===== src/rtl/byte_pack_pkg.sv =====
// Shared definitions for the byte packer: byte width, accumulator state encoding
// and the lane-count -> thermometer keep-mask helper.
package byte_pack_pkg;

    localparam int BYTE_W    = 8;
    localparam int MAX_LANES = 32;

    typedef enum logic {
        ST_EMPTY = 1'b0,
        ST_FILL  = 1'b1
    } pack_state_t;

    // lanes=3 -> ...0111
    function automatic logic [MAX_LANES-1:0] keep_mask(input int lanes);
        logic [MAX_LANES-1:0] m;
        m = '0;
        for (int i = 0; i < MAX_LANES; i++) begin
            if (i < lanes) m[i] = 1'b1;
        end
        return m;
    endfunction

endpackage


===== src/rtl/byte_pack_fast_fifo.sv =====
// Single-clock first-word-fall-through FIFO holding packed words (data+keep).
// Read data is forced to 0 while empty; o_drop flags a push refused because full.
module pack_fifo #(
    parameter int W     = 36,
    parameter int DEPTH = 4
) (
    input  logic                       clk_b,
    input  logic                       rst,
    input  logic                       i_push,
    input  logic [W-1:0]               i_wdata,
    input  logic                       i_pop,
    output logic [W-1:0]               o_rdata,
    output logic                       o_empty,
    output logic                       o_full,
    output logic [$clog2(DEPTH):0]     o_level,
    output logic                       o_drop
);
    localparam int AW = $clog2(DEPTH);

    logic [W-1:0]  r_mem [DEPTH];
    logic [AW-1:0] r_wptr;
    logic [AW-1:0] r_rptr;
    logic [AW:0]   r_level;
    logic          w_pop;
    logic          w_wr;

    assign o_empty = (r_level == '0);
    assign o_full  = (r_level == (AW+1)'(DEPTH));
    assign o_level = r_level;

    // A pop on a full FIFO frees the slot the same-cycle push needs.
    assign w_pop  = i_pop && !o_empty;
    assign w_wr   = i_push && (!o_full || w_pop);
    assign o_drop = i_push && o_full && !w_pop;

    assign o_rdata = o_empty ? '0 : r_mem[r_rptr];

    always_ff @(posedge clk_b) begin
        if (w_wr) r_mem[r_wptr] <= i_wdata;
    end

    always_ff @(posedge clk_b or posedge rst) begin
        if (rst) begin
            r_wptr  <= '0;
            r_rptr  <= '0;
            r_level <= '0;
        end else begin
            if (w_wr)  r_wptr <= r_wptr + 1'b1;
            if (w_pop) r_rptr <= r_rptr + 1'b1;
            case ({w_wr, w_pop})
                2'b10:   r_level <= r_level + 1'b1;
                2'b01:   r_level <= r_level - 1'b1;
                default: r_level <= r_level;
            endcase
        end
    end

endmodule


===== src/rtl/byte_pack_fast.sv =====
// Packs a byte stream into BYTES_PER_WORD-wide words (first byte in lane 0) and
// buffers them in a FWFT FIFO. Optional idle flush of partial words: PACK_TIMEOUT_EN.
module byte_pack_fast
    import byte_pack_pkg::*;
#(
    parameter int BYTES_PER_WORD = 4,
    parameter int FIFO_DEPTH     = 4,
    parameter int TIMEOUT        = 16
) (
    input  logic                               clk_b,
    input  logic                               rst,
    input  logic [BYTE_W-1:0]                  data_in,
    input  logic                               data_in_valid,
    output logic [BYTE_W*BYTES_PER_WORD-1:0]   word_out,
    output logic [BYTES_PER_WORD-1:0]          word_keep,
    output logic                               word_valid,
    input  logic                               word_ready,
    output logic [$clog2(FIFO_DEPTH):0]        fifo_level,
    output logic                               overflow
);
    localparam int B  = BYTES_PER_WORD;
    localparam int LW = $clog2(B);
    localparam int WW = B * BYTE_W;
    localparam int FW = WW + B;
    localparam logic [B-1:0] KEEP_ALL = B'(keep_mask(B));

    logic [WW-1:0] r_acc;
    logic [LW-1:0] r_lane_cnt;
    pack_state_t   r_state;
    logic          r_overflow;

    logic [WW-1:0] w_word;
    logic          w_last;
    logic          w_flush;
    logic [B-1:0]  w_flush_keep;
    logic          w_push;
    logic [FW-1:0] w_push_data;
    logic [FW-1:0] w_rdata;
    logic          w_empty;
    logic          w_full;
    logic          w_drop;

    assign w_last = data_in_valid && (r_lane_cnt == LW'(B - 1));

    // Accumulator with the incoming byte merged into its lane.
    always_comb begin
        w_word = r_acc;
        w_word[r_lane_cnt*BYTE_W +: BYTE_W] = data_in;
    end

`ifdef PACK_TIMEOUT_EN
    localparam int TW = $clog2(TIMEOUT + 1);
    logic [TW-1:0] r_idle;

    // Fires on the TIMEOUT-th consecutive idle cycle while a word is partly filled.
    assign w_flush      = (r_state == ST_FILL) && !data_in_valid && (r_idle == TW'(TIMEOUT - 1));
    assign w_flush_keep = B'(keep_mask(int'(r_lane_cnt)));

    always_ff @(posedge clk_b or posedge rst) begin
        if (rst)
            r_idle <= '0;
        else if (data_in_valid || r_state == ST_EMPTY || w_flush)
            r_idle <= '0;
        else
            r_idle <= r_idle + 1'b1;
    end
`else
    // Partial words simply wait for their remaining bytes.
    localparam bit FLUSH_EN = 1'b0 && (TIMEOUT > 0);
    assign w_flush      = FLUSH_EN;
    assign w_flush_keep = KEEP_ALL;
`endif

    assign w_push      = w_last || w_flush;
    assign w_push_data = w_last ? {KEEP_ALL, w_word} : {w_flush_keep, r_acc};

    always_ff @(posedge clk_b or posedge rst) begin
        if (rst) begin
            r_acc      <= '0;
            r_lane_cnt <= '0;
            r_state    <= ST_EMPTY;
            r_overflow <= 1'b0;
        end else begin
            if (w_drop) r_overflow <= 1'b1;
            // A dropped word still clears the accumulator.
            if (w_push) begin
                r_acc      <= '0;
                r_lane_cnt <= '0;
                r_state    <= ST_EMPTY;
            end else if (data_in_valid) begin
                r_acc      <= w_word;
                r_lane_cnt <= r_lane_cnt + 1'b1;
                r_state    <= ST_FILL;
            end
        end
    end

    pack_fifo #(
        .W     (FW),
        .DEPTH (FIFO_DEPTH)
    ) u_fifo (
        .clk_b   (clk_b),
        .rst     (rst),
        .i_push  (w_push),
        .i_wdata (w_push_data),
        .i_pop   (word_ready),
        .o_rdata (w_rdata),
        .o_empty (w_empty),
        .o_full  (w_full),
        .o_level (fifo_level),
        .o_drop  (w_drop)
    );

    assign {word_keep, word_out} = w_rdata;
    assign word_valid            = !w_empty;
    assign overflow              = r_overflow;

endmodule


===== config.mk =====
export PLATFORM = sky130hd
export DESIGN_NAME = byte_pack_fast
export DESIGN_NICKNAME = d
export VERILOG_FILES = /design/src/rtl/byte_pack_pkg.sv /design/src/rtl/byte_pack_fast_fifo.sv /design/src/rtl/byte_pack_fast.sv
export SDC_FILE = /design/constraint.sdc
export NUM_CORES = 1
export LEC_CHECK = 0
export CORE_UTILIZATION = 58
export DETAILED_ROUTE_END_ITERATION = 8
export HOLD_SLACK_MARGIN = 0.15
export PLACE_DENSITY_LB_ADDON = 0.15
export SLEW_MARGIN = 40
export SYNTH_ARGS = -nofsm -noshare
export SYNTH_HDL_FRONTEND = slang
export SYNTH_SLANG_ARGS = --single-unit
export TNS_END_PERCENT = 1

===== constraint.sdc =====
create_clock -name clk_b -period 2.6 [get_ports clk_b]
set_input_delay 0.26 -clock clk_b [delete_from_list [all_inputs] [get_ports clk_b]]
set_output_delay 0.26 -clock clk_b [all_outputs]
set_load 0.03 [all_outputs]

# Word-level counts from Yosys, hierarchy flattened

Memories as Yosys holds them, arrays and structs flattened.
Index checks and enable logic that the tools add are counted.

Add/subtract/negate cells: 6
Shift-type cells: 2
Mux-type cells: 10
Reduce and logical (&&, ||, !) cells: 12
Equality and inequality tests: 4

Operators with widths:

| kind                    | count |
|---|---|
| $mux 32                 | 3 |
| $mux 36                 | 1 |
| $neg 5->34              | 1 |
| $shift 8x34->32 const A | 1 |
| $shiftx 8x34->32        | 1 |
| $bwmux 32               | 1 |
| $add 2x1->2 const B     | 3 |
| $pmux 3 s2              | 1 |
| $logic_and 1x1->1       | 5 |
| $eq 2x2->1 const B      | 2 |
| $mux 2                  | 2 |
| $reduce_bool 2->1       | 2 |
| $add 3x1->3 const B     | 1 |
| $eq 3x3->1 const B      | 1 |
| $logic_not 1->1         | 3 |
| $logic_not 3->1         | 1 |
| $sub 3x1->3 const B     | 1 |
| $eq 2x1->1 const B      | 1 |
| $mux 1                  | 2 |
| $logic_or 1x1->1        | 1 |

Bits in writable memories: 128
Memories kept: 1
Input bits: 12
Bits in registers: 42
Output and inout bits: 41

Memories:

| name         | words | bits a word | read ports | clocked after Yosys merged registers in | write ports | RTL line                  | source |
|---|---|---|---|---|---|---|---|
| u_fifo.r_mem | 4     | 32          | 1          | 0                                       | 1           | byte_pack_fast_fifo.sv:20 | `logic [W-1:0] r_mem [DEPTH];` |

# Logic depth before layout (Yosys ltp)

Depth in word-level cells: 7
Gate-level depth with buffers: 10
Gate-level depth less buffers: 10

# By module

From an unflattened synthesis, not the netlist that was laid out.

Cell total of the unflattened synthesis: 462
Area, all modules: 8,002.7 sq um

Modules (own cells, without submodules):

| module         | times used | cells each | sequential area each (sq um) | area an instance (sq um) |
|---|---|---|---|---|
| pack_fifo      | 1          | 285        | 4,499.3                      | 5,940.7 |
| byte_pack_fast | 1          | 177        | 875.8                        | 2,062.0 |

# Worst setup path before layout

No wires, ideal clock.

Kind: register to register
Start: register r_lane_cnt[0]
End: memory u_fifo.r_mem[0][0] in the netlist's numbering, enable pin
Cell stages (with the launch flop): 5
Clock period less this slack: 2.361 ns
Slack: 0.239 ns
Data arrival time: 1.969 ns
Path buffers: 0
Path through: dfrtp_1 > ha_1 > nand2_1 > nor2_2 > and2_1

Longest elaborated chain between the ends: 5

RTL lines:

| element                      | RTL line                  | source |
|---|---|---|
| start, declared              | byte_pack_fast.sv:28      | `logic [LW-1:0] r_lane_cnt;` |
| start signal, assigned       | byte_pack_fast.sv:92      | `r_lane_cnt <= r_lane_cnt + 1'b1;` |
| $eq 2x2->1                   | byte_pack_fast.sv:43      | `assign w_last = data_in_valid && (r_lane_cnt == LW'(B - 1));` |
| $logic_and 1x1->1            | byte_pack_fast.sv:43      |  |
| $logic_and 1x1->1            | byte_pack_fast_fifo.sv:33 | `assign w_wr = i_push && (!o_full \|\| w_pop);` |
| $mux 1                       | byte_pack_fast_fifo.sv:39 | `if (w_wr) r_mem[r_wptr] <= i_wdata;` |
| $mux 1 (not written as such) | byte_pack_fast_fifo.sv:39 |  |
| end, declared                | byte_pack_fast_fifo.sv:20 |  |

No other way between the ends.

# Worst setup path after layout

Start: register u_fifo.r_level[0] (netlist: u_fifo.o_level[0])
End: output port word_valid

Longest elaborated chain between the ends: 2

RTL lines:

| element                | RTL line                  | source |
|---|---|---|
| start, declared        | byte_pack_fast_fifo.sv:23 | `logic [AW:0] r_level;` |
| start signal, assigned | byte_pack_fast_fifo.sv:51 | `2'b10: r_level <= r_level + 1'b1;` |
| start signal, assigned | byte_pack_fast_fifo.sv:52 | `2'b01: r_level <= r_level - 1'b1;` |
| start signal, assigned | byte_pack_fast_fifo.sv:53 | `default: r_level <= r_level;` |
| $logic_not 3->1        | byte_pack_fast_fifo.sv:27 | `assign o_empty = (r_level == '0);` |
| $logic_not 1->1        | byte_pack_fast.sv:115     | `assign word_valid = !w_empty;` |
| end, declared          | byte_pack_fast.sv:16      | `output logic word_valid,` |

No other way between the ends.

==> reports/summary.md <==
The total count of hold-check failures in the final report was 0. For this run, the total global-route usage over all layers was measured as 23.4%. STA classifies the critical path endpoint as a primary output. Setup total negative slack on the finished layout was measured at 0 ps. The logs give 1900 sq um for the area used by multi-input combinational logic and 0.760 for the global placer's final weighted congestion.

The worst flop-to-flop path endpoint was u_fifo.o_level[2]. The top-level port count is 53. The number of nets in the synthesized netlist is 402.

The smallest clock period supported by the final layout is computed as 2420 ps. The filler cells instantiated in the layout total 706. The remaining number of nets flagged by the antenna check after routing is 0, and the detailed placer's ending HPWL is 8080 um. In the routed design, unresolved DRC markers number 8.

The run gives 0 as the number of buffers added for setup after CTS. The routed wirelength normalized by instance count is 21.9 um, and the count of vias placed by the detailed router is 3682. Yosys printed 0 warnings. In this run, the clock network consumes 25.8% of the power. The critical path starts at u_fifo.o_level[0].

The final reports fail on design-rule violations. The worst path arrival time was 2160 ps. The run gives 4900 sq um as the register area. The library cell used most frequently in the layout, excluding fill and tap cells, is edfxtp_1. STA puts the critical path data required time at 2340 ps.

For this run, the top clock speed supported by timing is 414 MHz. The highest metal layer with signal wires is met4. The clock sink total is 170, and the initial antenna violation count is 1.

In this run the register-to-register setup slack is 310 ps. For the headroom to the max-slew limit, the log shows 56.7%. The logs give 70.5% for the register area share after synthesis and 11600 sq um for the core outline area.

Per report_power, the sequential group accounts for 37.8% of the total. The first detailed-routing pass took 8 iterations. The netlist area before placement was 6940 sq um. The run gives 43 as the maximum number of pins on one net before global-route repair. The root buffer cell chosen for the clock tree is clkbuf_16.

The run gives 6.32 mW as the internal portion of total power. Startpoint of the worst register-to-register path: u_fifo.o_level[0]. The count of cells along the worst register-to-register path came out at 9. The width of the die was 111 um; the number of instances resized during post-cts repair was 0. The via count of the first global-routing pass came out at 3780. The worst hold path belongs to the class in -> async. The clock transition time at the flip-flop clock pins of the worst setup and hold paths is 60 ps. Of all cell types, the one taking the most synthesized area is edfxtp_1. After global routing the overflow that remains totals 0. The net count of the finished layout is 474. The run gives 720 um as the detailed route wirelength on metal3. At the pin with the least slew margin, the transition time is 645 ps.

Buffers inserted during clock tree synthesis total 17. The detailed router finished its first iteration with 238 violations. The relative area change from synthesis to final layout was 18.0%. The total power divided by cell area is 1150 nW/um^2, and the amount of wire on met2 after detailed routing is 6590 um. The die height came out at 111 um. Net switching is 32.8% of the power. The net load switching power came out at 3.09 mW. In this run the static leakage power is 3.18 nW. The first global-routing pass estimated 20900 um of wire. The share of post-route cells with drive strength above 1 is 25.4%, and the number of cells produced by synthesis is 379. STA classifies the critical path startpoint as a register. The top cell types in the final layout, fill and taps aside, are edfxtp_1, buf_4, a22o_1.

The starting density of the core is 60.0%. The most critical setup path has its endpoint at word_valid. Summed over all layers, the routed wires come to 13300 um. The share of the clock period used by the worst path came out at 93.0%. Clock skew on the completed layout was measured at 11.9 ps. The run gives 0 as the number of antenna cells inserted. TritonCTS built the clock tree.

The routed via count divided by cell count is 6.07, and the share of the synthesized area in the top cell type is 55.4%. After synthesis, the mean cell area works out to 18.3 sq um. In this run the worst path has a maximum fanout of 23.

In this run, synthesis produced a sequential element count of 170. Setup repair after global routing left no endpoint under its margin. The tools report the count of final max-slew check failures as 0. After synthesis, the cell types taking the most area are edfxtp_1, dfrtp_1, mux4_2. The run gives 0.000608 V as the largest vdd supply drop. For this block, wires on met1 add up to 5710 um.

The netlist uses 31 different library cells. Maximum clock insertion buffer count: 2. Category of the most critical setup path: reg -> out. The clock reaches the later pin of the worst-skew pair after 420 ps. The core utilization of the finished layout was 70.8%. The flow ran to the end, but the final reports show violations. The count of buffers added on input and output ports is 52.

Row generation in the floorplan step produced 39 rows. The maximum level of the CTS H-tree came out at 4. The floorplan step defined a die boundary enclosing 12400 sq um.

Hold repair after CTS inserted 0 buffers. Combinational logic is responsible for 36.5% of the overall power. The tools report the count of max-cap constraint violations as 0. The tools report the number of endpoints failing setup at the final stage as 0.
## state kept, by name, indices dropped and copies added, names as in the netlist
| signal | count |
|---|---|
| overflow | 1 |
| r_acc | 32 |
| r_lane_cnt | 2 |
| u_fifo.o_level | 3 |
| u_fifo.r_mem | 128 |
| u_fifo.r_rptr | 2 |
| u_fifo.r_wptr | 2 |
## worst min-delay path by stage
stage	end	slack, ps	cells after the start
6_report	u_fifo.r_wptr[0]	290	3
5_1_grt	u_fifo.r_wptr[1]	340	3
4_1_cts	overflow	290	3
3_5_place_dp	r_acc[25]	470	1
3_3_place_gp	r_acc[31]	470	1
2_1_floorplan	r_acc[10]	390	1
## cells in the mapped netlist
cell type and count:
edfxtp_1 128, a22o_1 48, and2_1 45, dfrtp_1 42, mux4_2 32, ha_1 10, inv_1 9, a21o_1 8
buf_2 6, clkbuf_1 5, nor2_1 5, buf_4 4, nand3_1 4, buf_6 3, nand2_1 3, nand4b_1 3
nor3_2 3, o21ai_1 3, xnor2_1 3, xor2_1 3, o21ai_0 2, a31o_2 1, fa_1 1, mux2_1 1
mux2i_1 1, nand2b_1 1, nand3b_1 1, nor2_2 1, nor4b_1 1, nor4b_4 1, or3_1 1
## stage by stage
stage	area (sq um)	total power, mW	worst slack, ps	hold slack [ps]	cells
4_1_cts	8190	9.47	14.7	294	607
5_1_grt	8190	9.79	76.2	341	607
3_5_place_dp	7600	7.04	127	471	575
2_1_floorplan	6940	5.96	239	393	379
6_report	8190	9.41	183	285	607
3_3_place_gp	7600	6.96	283	467	575
## worst max-delay path, stage by stage, from the launching register on
cell	delay, ps
dfrtp_1	430
or3_1	430
buf_4	240
clkdlybuf4s50_1	630
## cell families after synthesis
| group | Yosys count | share of synthesized area (%) |
|---|---|---|
| buffers and inverters | 27 | 2.11 |
| xor gates and xnor gates | 6 | 0.757 |
| muxes | 34 | 10.7 |
| AOI/OAI and AO/OA | 62 | 7.41 |
| DFF | 170 | 70.5 |
| adders and majority gates | 11 | 2.09 |
| and+or+nand+nor | 69 | 6.44 |
## final cells by class
type,count,area share (%)
tap,143,2.19
timing repair buffer,71,7.27
sequential,170,59.8
clock buffer,26,6.36
inverter,9,0.413
clock inverter,6,0.733
multi-input combinational,182,23.2
## power groups by stage
| stage | sequential (mW) | combinational [mW] | clock (mW) |
|---|---|---|---|
| floorplan | 3.54 | 2.42 | 0 |
| global route | 3.59 | 3.64 | 2.56 |
| global placement | 3.59 | 3.38 | 0 |
| CTS | 3.55 | 3.45 | 2.46 |
| finish | 3.56 | 3.43 | 2.43 |
| detailed placement | 3.60 | 3.44 | 0 |
## layer usage
metal  up-vias  global-route usage, %
met5         -                      0
met1      1908                   31.5
met2       121                   37.5
li1       1633                      -
met3        20                   4.84
met4         0                   10.3
Power figures use the tool's default switching activity.
